[src/rtl/powerup_tracker_if.sv]
// ---------------------------------------------------------------------------
// powerup_tracker_if
//   Carries the game-side inputs used by the power-up life cycle and the
//   registered flags it hands to the icon renderer and bullet instances.
//
//   Signals:
//     game_on                 1 = playing, 2 = paused, 0/3 = menu / game over
//     level                   current level number
//     Player1X/Y, Player2X/Y  player top-left positions
//     PlayerS                 player sprite side length (both players)
//     collision1/2            player hit by a bubble this frame
//     power_possible          icon exists or is in use this level
//     collected_player1/2     power-up held by that player
//     pickup_pulse            one-frame strobe on pickup
//     hold_left               remaining hold frames, 0 when not held
//
//   Modports:
//     master  game side: drives the inputs, observes the flags
//     slave   powerup_tracker: consumes the inputs, drives the flags
// ---------------------------------------------------------------------------
interface powerup_tracker_if;
  logic [1:0] game_on;
  logic [9:0] level;
  logic [9:0] Player1X;
  logic [9:0] Player1Y;
  logic [9:0] Player2X;
  logic [9:0] Player2Y;
  logic [9:0] PlayerS;
  logic       collision1;
  logic       collision2;
  logic       power_possible;
  logic       collected_player1;
  logic       collected_player2;
  logic       pickup_pulse;
  logic [9:0] hold_left;

  modport master (
    output game_on, level, Player1X, Player1Y, Player2X, Player2Y, PlayerS,
           collision1, collision2,
    input  power_possible, collected_player1, collected_player2,
           pickup_pulse, hold_left
  );

  modport slave (
    input  game_on, level, Player1X, Player1Y, Player2X, Player2Y, PlayerS,
           collision1, collision2,
    output power_possible, collected_player1, collected_player2,
           pickup_pulse, hold_left
  );
endinterface

[src/rtl/powerup_tracker.sv]
// ---------------------------------------------------------------------------
// powerup_tracker
//   Frame-rate controller owning the level power-up life cycle: the icon is
//   offered on POWER_LEVEL, picked up by the first overlapping player
//   (player 1 wins ties), held for HOLD_FRAMES playing frames, and then spent
//   until the level changes. All outputs are registered.
//
//   Ports:
//     frame_clk  frame-rate clock, state updates on rising edge
//     Reset      asynchronous active-low reset
//     bus        powerup_tracker_if.slave (game inputs in, power-up flags out)
// ---------------------------------------------------------------------------
module powerup_tracker #(
  parameter int unsigned POWER_LEVEL = 2,
  parameter int unsigned ICON_X      = 100,
  parameter int unsigned ICON_Y      = 370,
  parameter int unsigned ICON_W      = 20,
  parameter int unsigned ICON_H      = 28,
  parameter int unsigned HOLD_FRAMES = 300
) (
  input  logic               frame_clk,
  input  logic               Reset,
  powerup_tracker_if.slave   bus
);

  localparam logic [2:0] ST_IDLE      = 3'd0;
  localparam logic [2:0] ST_AVAILABLE = 3'd1;
  localparam logic [2:0] ST_HELD_P1   = 3'd2;
  localparam logic [2:0] ST_HELD_P2   = 3'd3;
  localparam logic [2:0] ST_SPENT     = 3'd4;

  localparam logic [9:0]  LEVEL_V = 10'(POWER_LEVEL);
  localparam logic [9:0]  HOLD_V  = 10'(HOLD_FRAMES);
  localparam logic [10:0] X_LO    = 11'(ICON_X);
  localparam logic [10:0] X_HI    = 11'(ICON_X + ICON_W);
  localparam logic [10:0] Y_LO    = 11'(ICON_Y);
  localparam logic [10:0] Y_HI    = 11'(ICON_Y + ICON_H);

  logic [2:0] state, state_nxt;
  logic [9:0] hold_q, hold_nxt;
  logic       power_q, col1_q, col2_q, pulse_q;
  logic       playing, paused, on_level;
  logic       overlap1, overlap2, holder_hit;

  // 11-bit sums so a player near the right/bottom edge cannot wrap around
  // and appear to overlap the icon.
  function automatic logic overlaps(input logic [9:0] px, input logic [9:0] py,
                                    input logic [9:0] ps);
    logic [10:0] x0, y0, x1, y1;
    x0 = {1'b0, px};
    y0 = {1'b0, py};
    x1 = x0 + {1'b0, ps};
    y1 = y0 + {1'b0, ps};
    return (x0 < X_HI) && (x1 > X_LO) && (y0 < Y_HI) && (y1 > Y_LO);
  endfunction

  assign playing    = (bus.game_on == 2'd1);
  assign paused     = (bus.game_on == 2'd2);
  assign on_level   = (bus.level == LEVEL_V);
  assign overlap1   = overlaps(bus.Player1X, bus.Player1Y, bus.PlayerS);
  assign overlap2   = overlaps(bus.Player2X, bus.Player2Y, bus.PlayerS);
  assign holder_hit = (state == ST_HELD_P1) ? bus.collision1 : bus.collision2;

  // Next-state logic. The if/else chain encodes the priority: leaving the
  // game beats a level change, which beats anything the current state does.
  // Inside a held state the holder's collision is checked before expiry.
  always_comb begin
    state_nxt = state;
    hold_nxt  = hold_q;
    if (!(playing || paused)) begin
      state_nxt = ST_IDLE;
      hold_nxt  = '0;
    end else if ((state != ST_IDLE) && !on_level) begin
      state_nxt = ST_IDLE;
      hold_nxt  = '0;
    end else begin
      case (state)
        ST_IDLE: begin
          if (playing && on_level) state_nxt = ST_AVAILABLE;
        end
        ST_AVAILABLE: begin
          if (overlap1) begin
            state_nxt = ST_HELD_P1;
            hold_nxt  = HOLD_V;
          end else if (overlap2) begin
            state_nxt = ST_HELD_P2;
            hold_nxt  = HOLD_V;
          end
        end
        ST_HELD_P1, ST_HELD_P2: begin
          // The timer and the holder's collision only act while playing;
          // a pause freezes everything.
          if (playing) begin
            if (holder_hit || (hold_q <= 10'd1)) begin
              state_nxt = ST_SPENT;
              hold_nxt  = '0;
            end else begin
              hold_nxt = hold_q - 10'd1;
            end
          end
        end
        ST_SPENT: begin
          state_nxt = ST_SPENT;
        end
        default: begin
          state_nxt = ST_IDLE;
          hold_nxt  = '0;
        end
      endcase
    end
  end

  // Outputs are decoded from the next state and registered together with
  // it, so they change on the same edge as the state they describe. The
  // pulse fires only on the AVAILABLE -> HELD edge, hence never twice in a row.
  always_ff @(posedge frame_clk or negedge Reset) begin
    if (!Reset) begin
      state   <= ST_IDLE;
      hold_q  <= '0;
      power_q <= 1'b0;
      col1_q  <= 1'b0;
      col2_q  <= 1'b0;
      pulse_q <= 1'b0;
    end else begin
      state   <= state_nxt;
      hold_q  <= hold_nxt;
      power_q <= (state_nxt == ST_AVAILABLE) || (state_nxt == ST_HELD_P1) ||
                 (state_nxt == ST_HELD_P2);
      col1_q  <= (state_nxt == ST_HELD_P1);
      col2_q  <= (state_nxt == ST_HELD_P2);
      pulse_q <= (state == ST_AVAILABLE) &&
                 ((state_nxt == ST_HELD_P1) || (state_nxt == ST_HELD_P2));
    end
  end

  assign bus.power_possible    = power_q;
  assign bus.collected_player1 = col1_q;
  assign bus.collected_player2 = col2_q;
  assign bus.pickup_pulse      = pulse_q;
  assign bus.hold_left         = hold_q;

endmodule

[src/flat_wrapper.sv]
// flat-port wrapper written by rule: the top's interface ports become plain ports
module powerup_tracker_flat 
#(
  parameter int unsigned POWER_LEVEL = 2,
  parameter int unsigned ICON_X      = 100,
  parameter int unsigned ICON_Y      = 370,
  parameter int unsigned ICON_W      = 20,
  parameter int unsigned ICON_H      = 28,
  parameter int unsigned HOLD_FRAMES = 300
)
  (frame_clk, Reset, bus_game_on, bus_level, bus_Player1X, bus_Player1Y, bus_Player2X, bus_Player2Y, bus_PlayerS, bus_collision1, bus_collision2, bus_power_possible, bus_collected_player1, bus_collected_player2, bus_pickup_pulse, bus_hold_left);
  powerup_tracker_if bus_i ();
  input  logic frame_clk;
  input  logic Reset;
  input wire logic [$bits(bus_i.game_on)-1:0] bus_game_on;
  input wire logic [$bits(bus_i.level)-1:0] bus_level;
  input wire logic [$bits(bus_i.Player1X)-1:0] bus_Player1X;
  input wire logic [$bits(bus_i.Player1Y)-1:0] bus_Player1Y;
  input wire logic [$bits(bus_i.Player2X)-1:0] bus_Player2X;
  input wire logic [$bits(bus_i.Player2Y)-1:0] bus_Player2Y;
  input wire logic [$bits(bus_i.PlayerS)-1:0] bus_PlayerS;
  input wire logic [$bits(bus_i.collision1)-1:0] bus_collision1;
  input wire logic [$bits(bus_i.collision2)-1:0] bus_collision2;
  output wire logic [$bits(bus_i.power_possible)-1:0] bus_power_possible;
  output wire logic [$bits(bus_i.collected_player1)-1:0] bus_collected_player1;
  output wire logic [$bits(bus_i.collected_player2)-1:0] bus_collected_player2;
  output wire logic [$bits(bus_i.pickup_pulse)-1:0] bus_pickup_pulse;
  output wire logic [$bits(bus_i.hold_left)-1:0] bus_hold_left;
  assign bus_i.game_on = bus_game_on;
  assign bus_i.level = bus_level;
  assign bus_i.Player1X = bus_Player1X;
  assign bus_i.Player1Y = bus_Player1Y;
  assign bus_i.Player2X = bus_Player2X;
  assign bus_i.Player2Y = bus_Player2Y;
  assign bus_i.PlayerS = bus_PlayerS;
  assign bus_i.collision1 = bus_collision1;
  assign bus_i.collision2 = bus_collision2;
  assign bus_power_possible = bus_i.power_possible;
  assign bus_collected_player1 = bus_i.collected_player1;
  assign bus_collected_player2 = bus_i.collected_player2;
  assign bus_pickup_pulse = bus_i.pickup_pulse;
  assign bus_hold_left = bus_i.hold_left;
  powerup_tracker #(.POWER_LEVEL(POWER_LEVEL), .ICON_X(ICON_X), .ICON_Y(ICON_Y), .ICON_W(ICON_W), .ICON_H(ICON_H), .HOLD_FRAMES(HOLD_FRAMES)) u_core (.frame_clk(frame_clk), .Reset(Reset), .bus(bus_i));
endmodule
[config.mk]
export PLATFORM = sky130hd
export DESIGN_NAME = powerup_tracker_flat
export DESIGN_NICKNAME = d
export VERILOG_FILES = /design/src/rtl/powerup_tracker_if.sv /design/src/rtl/powerup_tracker.sv /design/src/flat_wrapper.sv
export SDC_FILE = /design/constraint.sdc
export NUM_CORES = 1
export LEC_CHECK = 0
export CORE_MARGIN = 4
export CORE_UTILIZATION = 45
export DETAILED_ROUTE_END_ITERATION = 8
export PLACE_DENSITY = 0.73
export SLEW_MARGIN = 40
export SYNTH_ARGS = -nofsm -noshare
export SYNTH_HDL_FRONTEND = slang
export SYNTH_SLANG_ARGS = --single-unit
[constraint.sdc]
create_clock -name frame_clk -period 6 [get_ports frame_clk]
set_input_delay 0.9 -clock frame_clk [delete_from_list [all_inputs] [get_ports frame_clk]]
set_output_delay 0.9 -clock frame_clk [all_outputs]
set_load 0.05 [all_outputs]
# After elaboration in Yosys (flattened, before gate mapping)
# Index checks and enable logic that the tools add are counted.
# classes
n_addsub,5
n_mul,0
n_div,0
magnitude_cmp,9
eq_ne,13
shift,0
muxes,16
bitwise,0
n_reduce_logical,20
# ops
op,count
two-way mux 10 bit,6
adder 10 x 10 -> 11 bit,4
case mux 10 bit (3 select lines),1
"greater-than comparator 11 x 7 -> 1 bit, second input constant",2
"greater-than comparator 11 x 9 -> 1 bit, second input constant",2
two-way mux 3 bit,7
"< comparator 10 x 7 -> 1 bit, second input constant",2
"< comparator 10 x 9 -> 1 bit, second input constant",2
"equality test 3 x 2 -> 1 bit, second input constant",4
case mux 3 bit (4 select lines),1
"equality test 10 x 2 -> 1 bit, second input constant",1
"<= comparator 10 x 1 -> 1 bit, second input constant",1
"subtractor 10 x 1 -> 10 bit, second input constant",1
logical AND 1 bit,9
"equality test 3 x 1 -> 1 bit, second input constant",2
logical OR 1 bit,5
"!= test 5 x 3 -> 1 bit, second input constant",1
"!= test 4 x 3 -> 1 bit, second input constant",1
OR reduction 2 bit,2
"equality test 3 bit, second input constant",1
zero test 3 bit,1
"!= test 3 bit, second input constant",1
AND reduction 3 bit,1
nonzero test 3 bit,1
4 further kinds,4
# word_totals
regBits,17
latch_bits,0
mem_bits_rw,0
rom_bits,0
input_bits,66
out_inout_bits,14
word_cells,69
n_memories,0

# Longest topological paths before layout
# Gate-level depths: netlist of the first run.
# logic_depth
ltp_word,13
depth_mapped,11
depth_no_buf,11

# Worst setup path after synthesis of the first run
# OpenSTA, ideal clock, no wires.
# synth_path
path_type,input-to-reg
start,input bus_PlayerS[0]
end,register u_core.col2_q (netlist: u_core.bus.collected_player2)
setup_time_ns,0.127
t_arrival_ns,3.141
required_time_ns,5.873
path_slack_ns,2.732
cell_stages,11
path_buffers,0
path_cell_list,ha_1 -> inv_1 -> fa_1 -> nand2b_1 -> a21oi_2 -> o21ai_1 -> or4b_1 -> a32oi_1 -> or3b_1 -> nand3_1 -> a21oi_1
# synth_via
elab_chain_len,11
elab_cells_between_ends,20
classes_between,add/sub: 4; order compare: 4; eq/ne: 1; mux: 5; reduce/logical: 6
# synth_rtl
item,line,rtl
"start, declared",flat_wrapper.sv:21,input wire logic [$bits(bus_i.PlayerS)-1:0] bus_PlayerS;
adder 10 x 10 -> 11 bit,powerup_tracker.sv:52,"x1 = x0 + {1'b0, ps};"
greater-than comparator 11 x 7 -> 1 bit,powerup_tracker.sv:54,return (x0 < X_HI) && (x1 > X_LO) && (y0 < Y_HI) && (y1 > Y_LO);
logical AND 1 bit (3 in a row),powerup_tracker.sv:54,
two-way mux 3 bit,powerup_tracker.sv:85,end else if (overlap2) begin
two-way mux 3 bit (*),powerup_tracker.sv:82,if (overlap1) begin
case mux 3 bit (4 select lines) (*),powerup_tracker.sv:77,case (state)
two-way mux 3 bit (*),powerup_tracker.sv:73,end else if ((state != ST_IDLE) && !on_level) begin
two-way mux 3 bit (*),powerup_tracker.sv:70,if (!(playing || paused)) begin
equality test 3 x 2 -> 1 bit (*),powerup_tracker.sv:130,col2_q <= (state_nxt == ST_HELD_P2);
"end signal, assigned",powerup_tracker.sv:130,
"end, declared",powerup_tracker.sv:41,"logic power_q, col1_q, col2_q, pulse_q;"
# Mark *: on every way between the ends. The rest lies on a longest branch, timed or not.
# A chain may end at the register's enable or synchronous reset.

# Worst setup path in the final report of the first run
# layout_path
start,input bus_PlayerS[1]
end,register u_core.hold_q[9] (netlist: u_core.bus.hold_left[9])
# layout_via
elab_chain_len,9
elab_cells_between_ends,20
classes_between,add/sub: 4; order compare: 4; eq/ne: 1; mux: 4; reduce/logical: 7
# layout_rtl
item,line,rtl
adder 10 x 10 -> 11 bit,powerup_tracker.sv:52,
greater-than comparator 11 x 7 -> 1 bit,powerup_tracker.sv:54,
logical AND 1 bit (3 in a row),powerup_tracker.sv:54,
two-way mux 10 bit,powerup_tracker.sv:82,
case mux 10 bit (3 select lines),powerup_tracker.sv:77,
two-way mux 10 bit,powerup_tracker.sv:73,
two-way mux 10 bit,powerup_tracker.sv:70,
"end signal, assigned",powerup_tracker.sv:126,hold_q <= hold_nxt;
"end, declared",powerup_tracker.sv:40,"logic [9:0] hold_q, hold_nxt;"
# Several ways; a longest one is shown, not always the timed one.

==> summary.txt, run 1 <==
Critical path
  • Reg2reg end: u_core.bus.hold_left[7]
  • Crit start category: input pin
  • Reg-to-reg setup timing slack: 3.52 ns
  • Critical path peak fanout: 7
  • Critical path type: in -> reg
  • CP Capture Point: u_core.bus.hold_left[9]
  • Reg-to-Reg Start: u_core.bus.hold_left[0]
  • Worst R2R Path Depth: 8
  • Origin of the worst setup path: bus_PlayerS[1]
  • CP Capture Type: register
  • CP Data Arrival Time: 4.23 ns
  • Req. time, crit path: 6.17 ns

Synthesis
  • Seq cells post-synth: 17
  • Leading area contributor after synthesis: ha_1
  • Count leader, synth: ha_1
  • Post-synth EDFFs: 0
  • Synth top area share: 19.3%
  • Synth Area per Inst: 8.09 um^2
  • Area contributors post-synth: ha_1 19%, dfrtp_1 15%, a21oi_1 5.6%
  • Cells after synthesis: 352
  • Synth async-reset ratio: 100%
  • YS warnings: 0
  • Syn nets: 466
  • Post-Syn Area: 0.00285 mm^2
  • Synth cell count leaders: 44 x ha_1, 32 x a21oi_1, 27 x nand2_1
  • Post-synthesis cell type count: 66
  • Post-synthesis sequential area ratio: 14.9%
  • Main synth FF type: dfrtp_1

STA
  • Fmax: 246 MHz
  • Final Slew Violations: 0
  • Hold slack: 0.554 ns
  • Final setup TNS: 0 ns
  • Final setup margin: 1.94 ns
  • RSZ-0062 raised after global routing: false
  • Setup violations, final: 0
  • Rel. slew slack: 55.3%
  • Fin crit share: 67.7%
  • Tmin final: 4.06 ns
  • Actual slew at the worst max-slew pin: 0.665 ns
  • Skew final: 0.00425 ns
  • Final Hold Fails: 0

Pwr
  • Seq pwr share: 24.3%
  • Worst VDD drop: 0.121 mV
  • Net load switching power: 0.205 mW
  • Int Pwr: 0.304 mW
  • Comb power frac: 58.8%
  • Part of the power in the clock network: 16.9%
  • Switching portion of total power: 40.2%
  • Pwr Density: 135 mW/mm^2
  • Leak: 1.61 nW

Clocking
  • Hold buffer count at CTS: 0
  • Clock transition at path regs: 0.07 ns
  • Max clock buf depth: 2
  • # Post-CTS Setup Buffers: 0
  • Clk Latency, worst-skew pair: 0.25 ns
  • Sink Count: 17
  • CTS HTree Levels: 1
  • CTS tree: yes
  • Cts bufs inserted: 3
  • Root buf cell: clkbuf_8
  • Resized cells post-CTS: 0

Layout
  • Area delta synth->final: 32.0%
  • Final Non-Filler Cells: 507
  • Share of cells above drive strength 1: 4.40%
  • N_diodes: 0
  • Final nets: 547
  • Utilization after layout: 62.4%

Floorplan
  • Initial core utilization: 47.3%
  • Die area: 0.00767 mm^2
  • Die X: 87.6 um
  • Core box area: 0.00603 mm^2
  • # rows: 28
  • Die height: 87.6 um
  • Io pins: 80

Flow run
  • Max-cap check violation count: 0

Worst hold path
  • Worst hold-check path type: reg -> reg

Route
  • Post-route DRC: 0
  • Via density: 6.11
  • Initial drt markers: 146
  • Wire per inst: 16.2 um
  • Post-route ant nets: 0
  • DRT Wirelength: 8230 um
  • Pre-antenna DRT Iters: 4
  • Via count: 3096

Place
  • Post-DP HPWL: 6990 um
  • Port buffer count: 79
  • Pre-CTS setup slack: 1.69 ns
  • GP Congestion: 0.913
  • Post-Place Cells: 503

Outcome
  • Outcome: finished, final reports clean

Global routing
  • Antenna violations before repair: 0
  • Largest net degree at the start of global routing: 18
  • Vias in the first global route: 3018
  • Global-route usage over all layers: 21.8%
  • First-pass GRT wire length: 13800 um
  • Total grt overflow: 0
==> state kept, by name, indices dropped and copies added, names as in the netlist <==
| name | count |
|---|---|
| u_core.bus.collected_player2 | 1 |
| u_core.bus.pickup_pulse | 1 |
| u_core.state | 3 |
| u_core.bus.power_possible | 1 |
| u_core.bus.hold_left | 10 |
| u_core.bus.collected_player1 | 1 |
==> metrics by stage <==
step                      total power, mW  cell area [um^2]
final                               0.509              3760
after global routing                0.547              3760
after CTS                           0.507              3760
after detailed placement            0.421              3720
after global placement              0.415              3720
after floorplan                     0.319              2850
==> logic make-up after synthesis <==
logic type,synth area share [%]
flip-flops,14.9
AO/OA/AOI/OAI,31.3
XOR/XNOR,4.61
multiplexers,0.703
adder cells (fa/ha/maj),22.1
AND/OR/NAND/NOR,23.7
buffers and inverters,2.64
==> area by class of cell <==
cell class | count | area (um^2)
Inverter | 16 | 60.1
Clock inverter | 1 | 5.00
Fill cell | 554 | 2270
Tap cell | 75 | 93.8
Timing Repair Buffer | 79 | 786
Sequential cell | 17 | 425
Multi-Input combinational cell | 316 | 2350
Clock buffer | 3 | 41.3
==> worst max-delay path, cell delays in order <==
cell,delay [ns]
clkdlybuf4s50_1,0.69
inv_1,0.17
fa_1,0.48
nand2b_1,0.19
a21oi_2,0.19
o21ai_1,0.11
or4b_1,0.50
a32oi_1,0.22
nor3b_2,0.30
o211ai_2,0.20
a41oi_1,0.28
==> power groups by stage <==
stage,Combinational (mW),Clock (mW),Sequential [mW]
after floorplan,0.181,0,0.138
after CTS,0.298,0.0858,0.123
after detailed placement,0.295,0,0.126
final,0.299,0.0861,0.124
after global routing,0.331,0.0917,0.124
after global placement,0.290,0,0.125
==> layout by cell type, fill, tap and decap left out, types with 3 or more instances in the layout <==
| master | synthesis | layout |
|---|---|---|
| a211o_1 | 3 | 3 |
| a211oi_1 | 5 | 5 |
| a21o_1 | 10 | 10 |
| a21oi_1 | 32 | 32 |
| a21oi_2 | 3 | 3 |
| a31oi_1 | 10 | 10 |
| a41oi_1 | 4 | 4 |
| and3_1 | 8 | 8 |
| clkbuf_8 | 0 | 3 |
| clkdlybuf4s50_1 | 0 | 78 |
| dfrtp_1 | 17 | 17 |
| fa_1 | 4 | 4 |
| ha_1 | 44 | 44 |
| inv_1 | 16 | 16 |
| nand2_1 | 27 | 27 |
| nand2b_1 | 5 | 5 |
| nand3_1 | 12 | 12 |
| nand4_1 | 4 | 4 |
| nor2_1 | 24 | 24 |
| nor2b_1 | 5 | 5 |
| nor3_1 | 14 | 14 |
| nor4_1 | 3 | 3 |
| o211ai_1 | 4 | 4 |
| o21a_1 | 6 | 6 |
| o21ai_0 | 12 | 12 |
| o21ai_1 | 3 | 3 |
| o2bb2ai_1 | 4 | 4 |
| or2_1 | 3 | 3 |
| or3_1 | 4 | 4 |
| or4b_1 | 3 | 3 |
| xnor2_1 | 9 | 9 |
| xor2_1 | 6 | 6 |
==> how the worst min path moves through the flow <==
stage,slack [ns],startpoint,to,depth (start not counted)
after global placement,0.52,u_core.bus.hold_left[9],u_core.bus.hold_left[9],1
after CTS,0.55,u_core.bus.hold_left[9],u_core.bus.hold_left[9],1
after global routing,0.59,Reset,u_core.bus.hold_left[0],1
after detailed placement,0.54,u_core.bus.hold_left[9],u_core.bus.hold_left[9],1
final,0.55,u_core.bus.hold_left[9],u_core.bus.hold_left[9],1
after floorplan,0.60,Reset,u_core.bus.collected_player1,0
==> per-layer routing <==
layer,GRT usage [%],part of all wire (%),vias to the layer above
li1,-,-,1534
met1,29.3,45,1441
met2,37.8,47,107
met3,3.20,6.7,14
met4,3.21,1.2,0
met5,0,0,-
Power figures use the tool's default switching activity.
==> inputs of run 2 (changes only) <==
--- a/config.mk
+++ b/config.mk
@@ -8,7 +8,7 @@
 export CORE_MARGIN = 4
 export CORE_UTILIZATION = 45
 export DETAILED_ROUTE_END_ITERATION = 8
-export PLACE_DENSITY = 0.73
+export PLACE_DENSITY = 0.76
 export SLEW_MARGIN = 40
 export SYNTH_ARGS = -nofsm -noshare
 export SYNTH_HDL_FRONTEND = slang
==> constraint.sdc (replaced) <==
create_clock -name frame_clk -period 3.3 [get_ports frame_clk]
set_input_delay 0.495 -clock frame_clk [delete_from_list [all_inputs] [get_ports frame_clk]]
set_output_delay 0.495 -clock frame_clk [all_outputs]
set_load 0.05 [all_outputs]
==> summary.txt, run 2 (synthesis results as in run 1) <==
Layout
  • Share of cells above drive strength 1: 13.7% (was 4.40%)
  • Utilization after layout: 68.0% (was 62.4%)
  • Area delta synth->final: 43.8% (was 32.0%)
  • Most frequent cells in the layout: 76 x clkdlybuf4s50_1, 43 x ha_1, 32 x a21oi_1 (was 78 x clkdlybuf4s50_1, 44 x ha_1, 32 x a21oi_1)
  • Cell area after layout: 0.00410 mm^2 (was 0.00376 mm^2)
  • N_diodes: 0 (unchanged)
  • Commonest non-fill, non-tap cell in the layout: clkdlybuf4s50_1 (unchanged)
  • Max reg flops: 10 (unchanged)
  • Final nets: 575 (was 547)
  • Final Non-Filler Cells: 535 (was 507)

Route
  • Post-route DRC: 0 (unchanged)
  • Via count: 3199 (was 3096)
  • Via density: 5.98 (was 6.11)
  • Initial drt markers: 96 (was 146)
  • Pre-antenna DRT Iters: 4 (unchanged)
  • Post-route ant nets: 0 (unchanged)
  • DRT Wirelength: 8460 um (was 8230 um)
  • Wire per inst: 15.8 um (was 16.2 um)

Pwr
  • Power Total: 0.988 mW (was 0.509 mW)
  • Leak: 1.79 nW (was 1.61 nW)
  • Worst VDD drop: 0.257 mV (was 0.121 mV)
  • Pwr Density: 241 mW/mm^2 (was 135 mW/mm^2)

Critical path
  • Critical path type: in -> reg (unchanged)
  • Req. time, crit path: 3.46 ns (was 6.17 ns)
  • CP Capture Type: register (unchanged)
  • Crit start category: input pin (unchanged)
  • Critical path peak fanout: 3 (was 7)
  • CP Data Arrival Time: 3.36 ns (was 4.23 ns)

Clocking
  • Clk Latency, worst-skew pair: 0.25 ns (about the same)
  • Clock transition at path regs: 0.07 ns (about the same)
  • Hold buffer count at CTS: 0 (unchanged)
  • Cts bufs inserted: 3 (unchanged)
  • CTS HTree Levels: 1 (unchanged)
  • Max clock buf depth: 2 (unchanged)
  • Sink Count: 17 (unchanged)
  • Root buf cell: clkbuf_8 (unchanged)
  • CTS tree: yes (unchanged)

STA
  • Tmin final: 3.20 ns
  • Final setup margin: 0.0991 ns (was 1.94 ns)
  • Skew final: 0.00396 ns (was 0.00425 ns)
  • Fin crit share: 97.0%
  • Hold slack: 0.148 ns (was 0.554 ns)
  • Final Hold Fails: 0 (unchanged)
  • Setup violations, final: 0 (unchanged)
  • Final setup TNS: 0 ns (unchanged)
  • Rel. slew slack: 50.7% (was 55.3%)
  • Final Slew Violations: 0 (unchanged)
  • Actual slew at the worst max-slew pin: 0.737 ns (was 0.665 ns)
  • Fmax: 312 MHz

Floorplan
  • Io pins: 80 (unchanged)
  • Initial core utilization: 47.3% (unchanged)
  • Die area: 0.00767 mm^2 (unchanged)
  • Core box area: 0.00603 mm^2 (unchanged)
  • Die height: 87.6 um (unchanged)
  • Die X: 87.6 um (unchanged)
  • # rows: 28 (unchanged)

Place
  • Area after DPL: 0.00392 mm^2 (was 0.00372 mm^2)
  • Port buffer count: 79 (unchanged)
  • GP Congestion: 0.890 (was 0.913)
  • Post-Place Cells: 530 (was 503)
  • Pre-CTS setup slack: -0.377 ns (was 1.69 ns)
  • Post-DP HPWL: 7050 um (was 6990 um)

Global routing
  • Vias in the first global route: 3022 (was 3018)
  • First-pass GRT wire length: 13600 um (was 13800 um)
  • Global-route usage over all layers: 21.5% (was 21.8%)
  • Antenna violations before repair: 0 (unchanged)
  • Total grt overflow: 0 (unchanged)
  • Largest net degree at the start of global routing: 18 (unchanged)

Outcome
  • Outcome: finished, final reports clean (unchanged)

Worst hold path
  • Worst hold-check path type: in -> async (was reg -> reg)

Flow run
  • Max-cap check violation count: 0 (unchanged)
run 2: cell count changes in the layout (fill, tap and decap cells not counted), moves of 2 or more:
cell	before	now
buf_4	0	28
inv_1	16	14
inv_2	0	2
dlymetal6s2s_1	0	2
a41oi_2	0	4
a41oi_1	4	0
clkdlybuf4s50_1	78	76
run 2: per-layer routing:
metal  part of all wire [%]  vias to the layer above  GRT usage (%)  wire length, um
met5                      0                        -              0                0
met4                    1.9                        0           5.30              162
met3                    5.4                       17           1.79              459
met2                     51                       94           39.6             4280
met1                     42                     1497           27.0             3560
li1                       -                     1591              -                -
run 2: final timing paths:
check                                         from                      end  slack [ns]  depth (start not counted)
hold reg to reg            u_core.bus.hold_left[6]  u_core.bus.hold_left[6]        0.57                          1
min in group frame_clk     u_core.bus.hold_left[6]  u_core.bus.hold_left[6]        0.57                          1
setup / recovery                    bus_PlayerS[1]  u_core.bus.hold_left[1]         0.1                         12
max in group asynchronous                    Reset          u_core.state[0]        2.88                          1
setup reg to reg           u_core.bus.hold_left[6]  u_core.bus.hold_left[4]        0.90                          7
hold / removal                               Reset  u_core.bus.hold_left[0]        0.15                          1
run 2: critical path, stage by stage:
cell	delay, ns
clkdlybuf4s50_1	0.49
inv_2	0.07
fa_2	0.41
nand2b_4	0.17
a21oi_4	0.17
o21ai_2	0.09
or4b_1	0.54
a32oi_2	0.26
nor3b_4	0.29
buf_4	0.16
o2111ai_2	0.10
o221ai_1	0.11
run 2: area by class of cell:
class	count	area, um^2
well taps	75	93.8
fillers	526	1930
repair buffers	107	1000
clock inverters	1	5.00
multi-input cells	316	2470
flip-flops and latches	17	425
inverters	16	60.1
clock buffers	3	41.3
run 2: power by group:
group	switching (mW)	leakage, nW	internal, mW
Sequential	0.00907	0.236	0.215
Clock	0.0725	0.0255	0.0838
Combinational	0.311	1.53	0.296
Total	0.393	1.79	0.595
run 2: timing repair:
| item | 4_1_cts | 5_1_grt |
|---|---|---|
| endpoints found under the hold margin | 0 | 0 |
| setup buffers | 0 | 1 |
| gates resized for setup | 6 | 18 |
| pin swaps | 3 | 8 |
| setup endpoints to repair | 14 | 15 |
==> variant 1 (settings of run 1) <==
Make the reset (`Reset`) synchronous in one clocked block. Comments in the files are not updated.
--- a/src/rtl/powerup_tracker.sv
+++ b/src/rtl/powerup_tracker.sv
@@ -113,7 +113,7 @@
   // Outputs are decoded from the next state and registered together with
   // it, so they change on the same edge as the state they describe. The
   // pulse fires only on the AVAILABLE -> HELD edge, hence never twice in a row.
-  always_ff @(posedge frame_clk or negedge Reset) begin
+  always_ff @(posedge frame_clk) begin
     if (!Reset) begin
       state   <= ST_IDLE;
       hold_q  <= '0;
Behaviour: differs if Reset is asserted again (counterexample within 4 cycles, from zero or initial values and one cycle with Reset low); with Reset held inactive, the same outputs for 10 cycles.
==> variant 1 against run 1 <==
  * Setup slack worse by 0.14 ns
  * Synthesized cell count up 7.7%
  * Wire length up 2.8%
  * Sequential cell count unchanged
  * Synthesized area up 5.4%
  * Design area up 3.6%
  * Power down 11%
  * Worst hold slack worse by 0.046 ns
  * Final cell count up 4.1%
==> variant 1: results <==
[critical_path]
critPathCapture = u_core.bus.hold_left[2]
r2r_start = u_core.bus.hold_left[2]
arrival_ns = 4.35
rr_worst_depth = 7
max_stage_delay_ns = 0.67
r2r-end = u_core.bus.hold_left[4]

[layout]
nNetsFinal = 565
drive_gt1_share_pct = 5.76

[worst_hold_path]
worst_hold_path.endpoint = u_core.bus.hold_left[5]
min_from = u_core.bus.hold_left[5]

[synthesis]
synth_area_leaders = ha_1, dfxtp_1, a21oi_1
synth_compound_area_share_pct = 34.2
syn_nets = 492
synth_xor_area_share_pct = 4.38
avgSynthCellArea_sq_um = 7.92
ys.flop_type = dfxtp_1
ys_types = 79
synth_fa_ha_area_share_pct = 20.9
synth_common_cells = ha_1, a21oi_1, o21ai_0, nand2_1, nor2_1
synth-seq-area-share_pct = 11.3

[global_routing]
grt_max_degree = 14
grt_pass1_wl_um = 13900
grt_usage_pct = 21.1
grt_pass1_vias = 3160
use_met3_pct = 2.83

[placement]
post-place-cells = 524
gp_congestion = 0.898
post-dp-hpwl_um = 7050

[sta]
tightest_slew_ns = 0.702
fin_skew_ns = 0.00623

[run_status]
outcome = finished, final reports clean

[drt]
vias = 3291
drtIter0Drc = 133
vias_per_cell = 6.23

[power]
p_leak_nw = 1.57
ir_drop_uv = 113
variant 1: cell count changes after synthesis, sizes merged, moves of 6 or more:
cell,delta
clkbuf,+7
nand2,-9
nand4,+6
o21ai,+7
dfxtp,+17
a21oi,-12
dfrtp,-17
variant 1: cell families after synthesis:
logic type | count (synthesis)
compound gates | 138
simple gates | 127
fa+ha+maj | 48
buf+inv | 28
flops | 17
xor+xnor | 15
mux | 6
variant 1: area by class of cell:
type | instances | area (sq um)
inverters | 17 | 63.8
well taps | 77 | 96.3
fillers | 579 | 2530
multi-input cells | 334 | 2560
clock buffers | 4 | 45.0
flip-flops and latches | 17 | 340
repair buffers | 79 | 791
variant 1: power breakdown:
part	internal (mW)	switching (mW)	total, mW
Combinational	0.129	0.126	0.255
Sequential	0.113	0.00000196	0.113
Clock	0.0471	0.0384	0.0856
variant 1: metal layers:
| layer | wire (um) | vias up |
|---|---|---|
| li1 | - | 1640 |
| met1 | 3950 | 1543 |
| met2 | 3950 | 99 |
| met3 | 488 | 9 |
| met4 | 76 | 0 |
| met5 | 0 | - |
variant 1: metrics by stage:
step	total power [mW]	hold slack (ns)	util, %	setup WS [ns]	instance area (sq um)
final	0.454	0.508	60.6	1.80	3890
after global routing	0.489	0.526	60.6	1.46	3890
after CTS	0.454	0.504	60.6	1.80	3890
after detailed placement	0.368	0.488	59.9	1.53	3850
after global placement	0.363	0.491	59.8	1.63	3840
after floorplan	0.282	0.532	-	2.55	3000
variant 1: worst register-to-register path, cell delays in order (launching register included):
cell	delay [ns]
dfxtp_1	0.41
nor4_1	0.49
nand3b_1	0.21
o31ai_1	0.59
or2_2	0.36
a21oi_1	0.07
o311ai_0	0.32
o21ai_0	0.14
==> variant 2 (config.mk and constraints of run 1) <==
Without the edit above. `ICON_H` is set to 28 in 2 places; all go to 21.
--- a/src/rtl/powerup_tracker.sv
+++ b/src/rtl/powerup_tracker.sv
@@ -15,7 +15,7 @@
   parameter int unsigned ICON_X      = 100,
   parameter int unsigned ICON_Y      = 370,
   parameter int unsigned ICON_W      = 20,
-  parameter int unsigned ICON_H      = 28,
+  parameter int unsigned ICON_H      = 21,
   parameter int unsigned HOLD_FRAMES = 300
 ) (
   input  logic               frame_clk,
--- a/src/flat_wrapper.sv
+++ b/src/flat_wrapper.sv
@@ -5,7 +5,7 @@
   parameter int unsigned ICON_X      = 100,
   parameter int unsigned ICON_Y      = 370,
   parameter int unsigned ICON_W      = 20,
-  parameter int unsigned ICON_H      = 28,
+  parameter int unsigned ICON_H      = 21,
   parameter int unsigned HOLD_FRAMES = 300
 )
   (frame_clk, Reset, bus_game_on, bus_level, bus_Player1X, bus_Player1Y, bus_Player2X, bus_Player2Y, bus_PlayerS, bus_collision1, bus_collision2, bus_power_possible, bus_collected_player1, bus_collected_player2, bus_pickup_pulse, bus_hold_left);
Formal check against the unedited RTL: not equivalent (a bounded check fails within 4 cycles, from zero or initial values and one cycle with Reset low).
==> variant 2 against run 1 <==
  * Wire length up 5.2%
  * Sequential cell count unchanged
  * Synthesized area up 4.3%
  * Power down 11%
  * First-iteration DRC count down 9.6%
  * Design area up 3.4%
  * Setup slack worse by 0.16 ns
  * Largest cell class unchanged
  * Final cell count up 6.3%
==> variant 2: results <==
[global_routing]
grt_max_degree = 18
grt_usage_pct = 21.8
grt_pass1_vias = 3120
antenna_found_initial = 0
grt_pass1_wl_um = 13900

[worst_hold_path]
hp-class = reg -> reg
min_from = u_core.bus.hold_left[9]

[synthesis]
synthArstFlopShare_pct = 100
ys_types = 62
ys_warn_count = 0
synth_area_leaders = ha_1, dfrtp_1, o21ai_0
synth_common_cells = ha_1, nor2_1, o21ai_0, nand2_1, a21oi_1
synth-seq-area-share_pct = 14.3
syn_nets = 499

[critical_path]
crit_fanout = 13
r2r-end = u_core.bus.hold_left[4]
r2r_start = u_core.state[1]
rr_worst_depth = 9
arrival_ns = 4.36
r2r_slack_ns = 3.30
max_stage_delay_ns = 0.69

[run_status]
outcome = finished, final reports clean

[layout]
nNetsFinal = 577
fillers = 587
n_antenna_cell = 0
drive_gt1_share_pct = 3.46

[drt]
drtPass1Iterations = 5
vias_per_cell = 6.04
dr_wl_met2_um = 4410
wl_met1_um = 3550
routed_wl_um = 8660
wl_met3_um = 520
drtIter0Drc = 132
highest_layer = met4

[clock_tree]
cts_root_buf = clkbuf_8
post-cts-setup-buffers = 0
clk_path_buf_depth = 2
clk_pin_slew_ns = 0.07

[power]
p_leak_nw = 1.66
ir_drop_uv = 121

[sta]
whs_ns = 0.510
relSlewSlack_pct = 52.3
fin_skew_ns = 0.00337

[placement]
io_buffers = 79
gp_congestion = 0.933
post-dp-hpwl_um = 6990
-- variant 2: cell types whose count changed after synthesis, moves of 4 or more --
| cell | delta |
|---|---|
| nand2b_1 | +7 |
| or4_1 | +4 |
| inv_1 | +6 |
| a21oi_1 | -9 |
| nor2_1 | +13 |
| o41ai_1 | +4 |
| and3_1 | -6 |
| a31oi_1 | +6 |
| o21ai_0 | +16 |
| nor4_1 | +4 |
-- variant 2: cell type report --
cell class / instances / area [sq um] / share of cell area (%)
inverters: 22 / 82.6 / 2.12
clock buffers: 4 / 45.0 / 1.16
well taps: 77 / 96.3 / 2.48
multi-input cells: 339 / 2440 / 62.9
repair buffers: 80 / 793 / 20.4
flip-flops and latches: 17 / 425 / 10.9
-- variant 2: worst register-to-register path: cells and delay by family (launching register included) --
kind | cells | cell delay (ns)
DFF | 1 | 0.55
muxes | 1 | 0.22
and+or+nand+nor | 6 | 1.57
AOI/OAI and AO/OA | 2 | 0.29
-- variant 2: per-layer routing --
layer | track usage, % | vias up
met5 | 0 | -
met4 | 5.41 | 0
met3 | 1.57 | 17
met2 | 41.4 | 110
met1 | 26.3 | 1496
li1 | - | 1632
-- variant 2: logic make-up (layout without fill, tap and decap cells) --
family	after synthesis	count (layout)	share of synthesized area (%)
flops	17	17	14.3
compound gates	130	130	29.3
xor+xnor	12	12	3.54
fa+ha+maj	48	48	21.2
buf+inv	29	106	3.92
mux	5	5	1.73
simple gates	144	144	26.0
-- variant 2: where the power goes --
part	switching (mW)	internal, mW	leakage, nW
clock	0.0393	0.0472	0.0228
combinational	0.131	0.122	1.40
sequential	0.0000187	0.115	0.238
-- variant 2: stage by stage --
stage | util, % | instance area [sq um] | setup slack [ns] | instances | total power, mW
detailed placement | 60.1 | 3840 | 1.33 | 535 | 0.366
CTS | 60.8 | 3880 | 1.59 | 539 | 0.452
global route | 60.9 | 3890 | 1.55 | 539 | 0.485
global placement | 60.1 | 3840 | 1.42 | 535 | 0.362
floorplan | - | 2970 | 2.61 | 385 | 0.274
finish | 60.9 | 3890 | 1.78 | 539 | 0.455
-- variant 2: how the worst max path moves through the flow --
stage,start,end,depth (start not counted)
2_1_floorplan,bus_PlayerS[0],u_core.bus.hold_left[4],13
3_3_place_gp,bus_PlayerS[1],u_core.bus.hold_left[2],12
3_5_place_dp,bus_PlayerS[1],u_core.bus.hold_left[1],12
4_1_cts,bus_PlayerS[1],u_core.bus.hold_left[1],12
5_1_grt,bus_PlayerS[1],u_core.bus.hold_left[2],12
6_report,bus_PlayerS[1],u_core.bus.hold_left[1],12
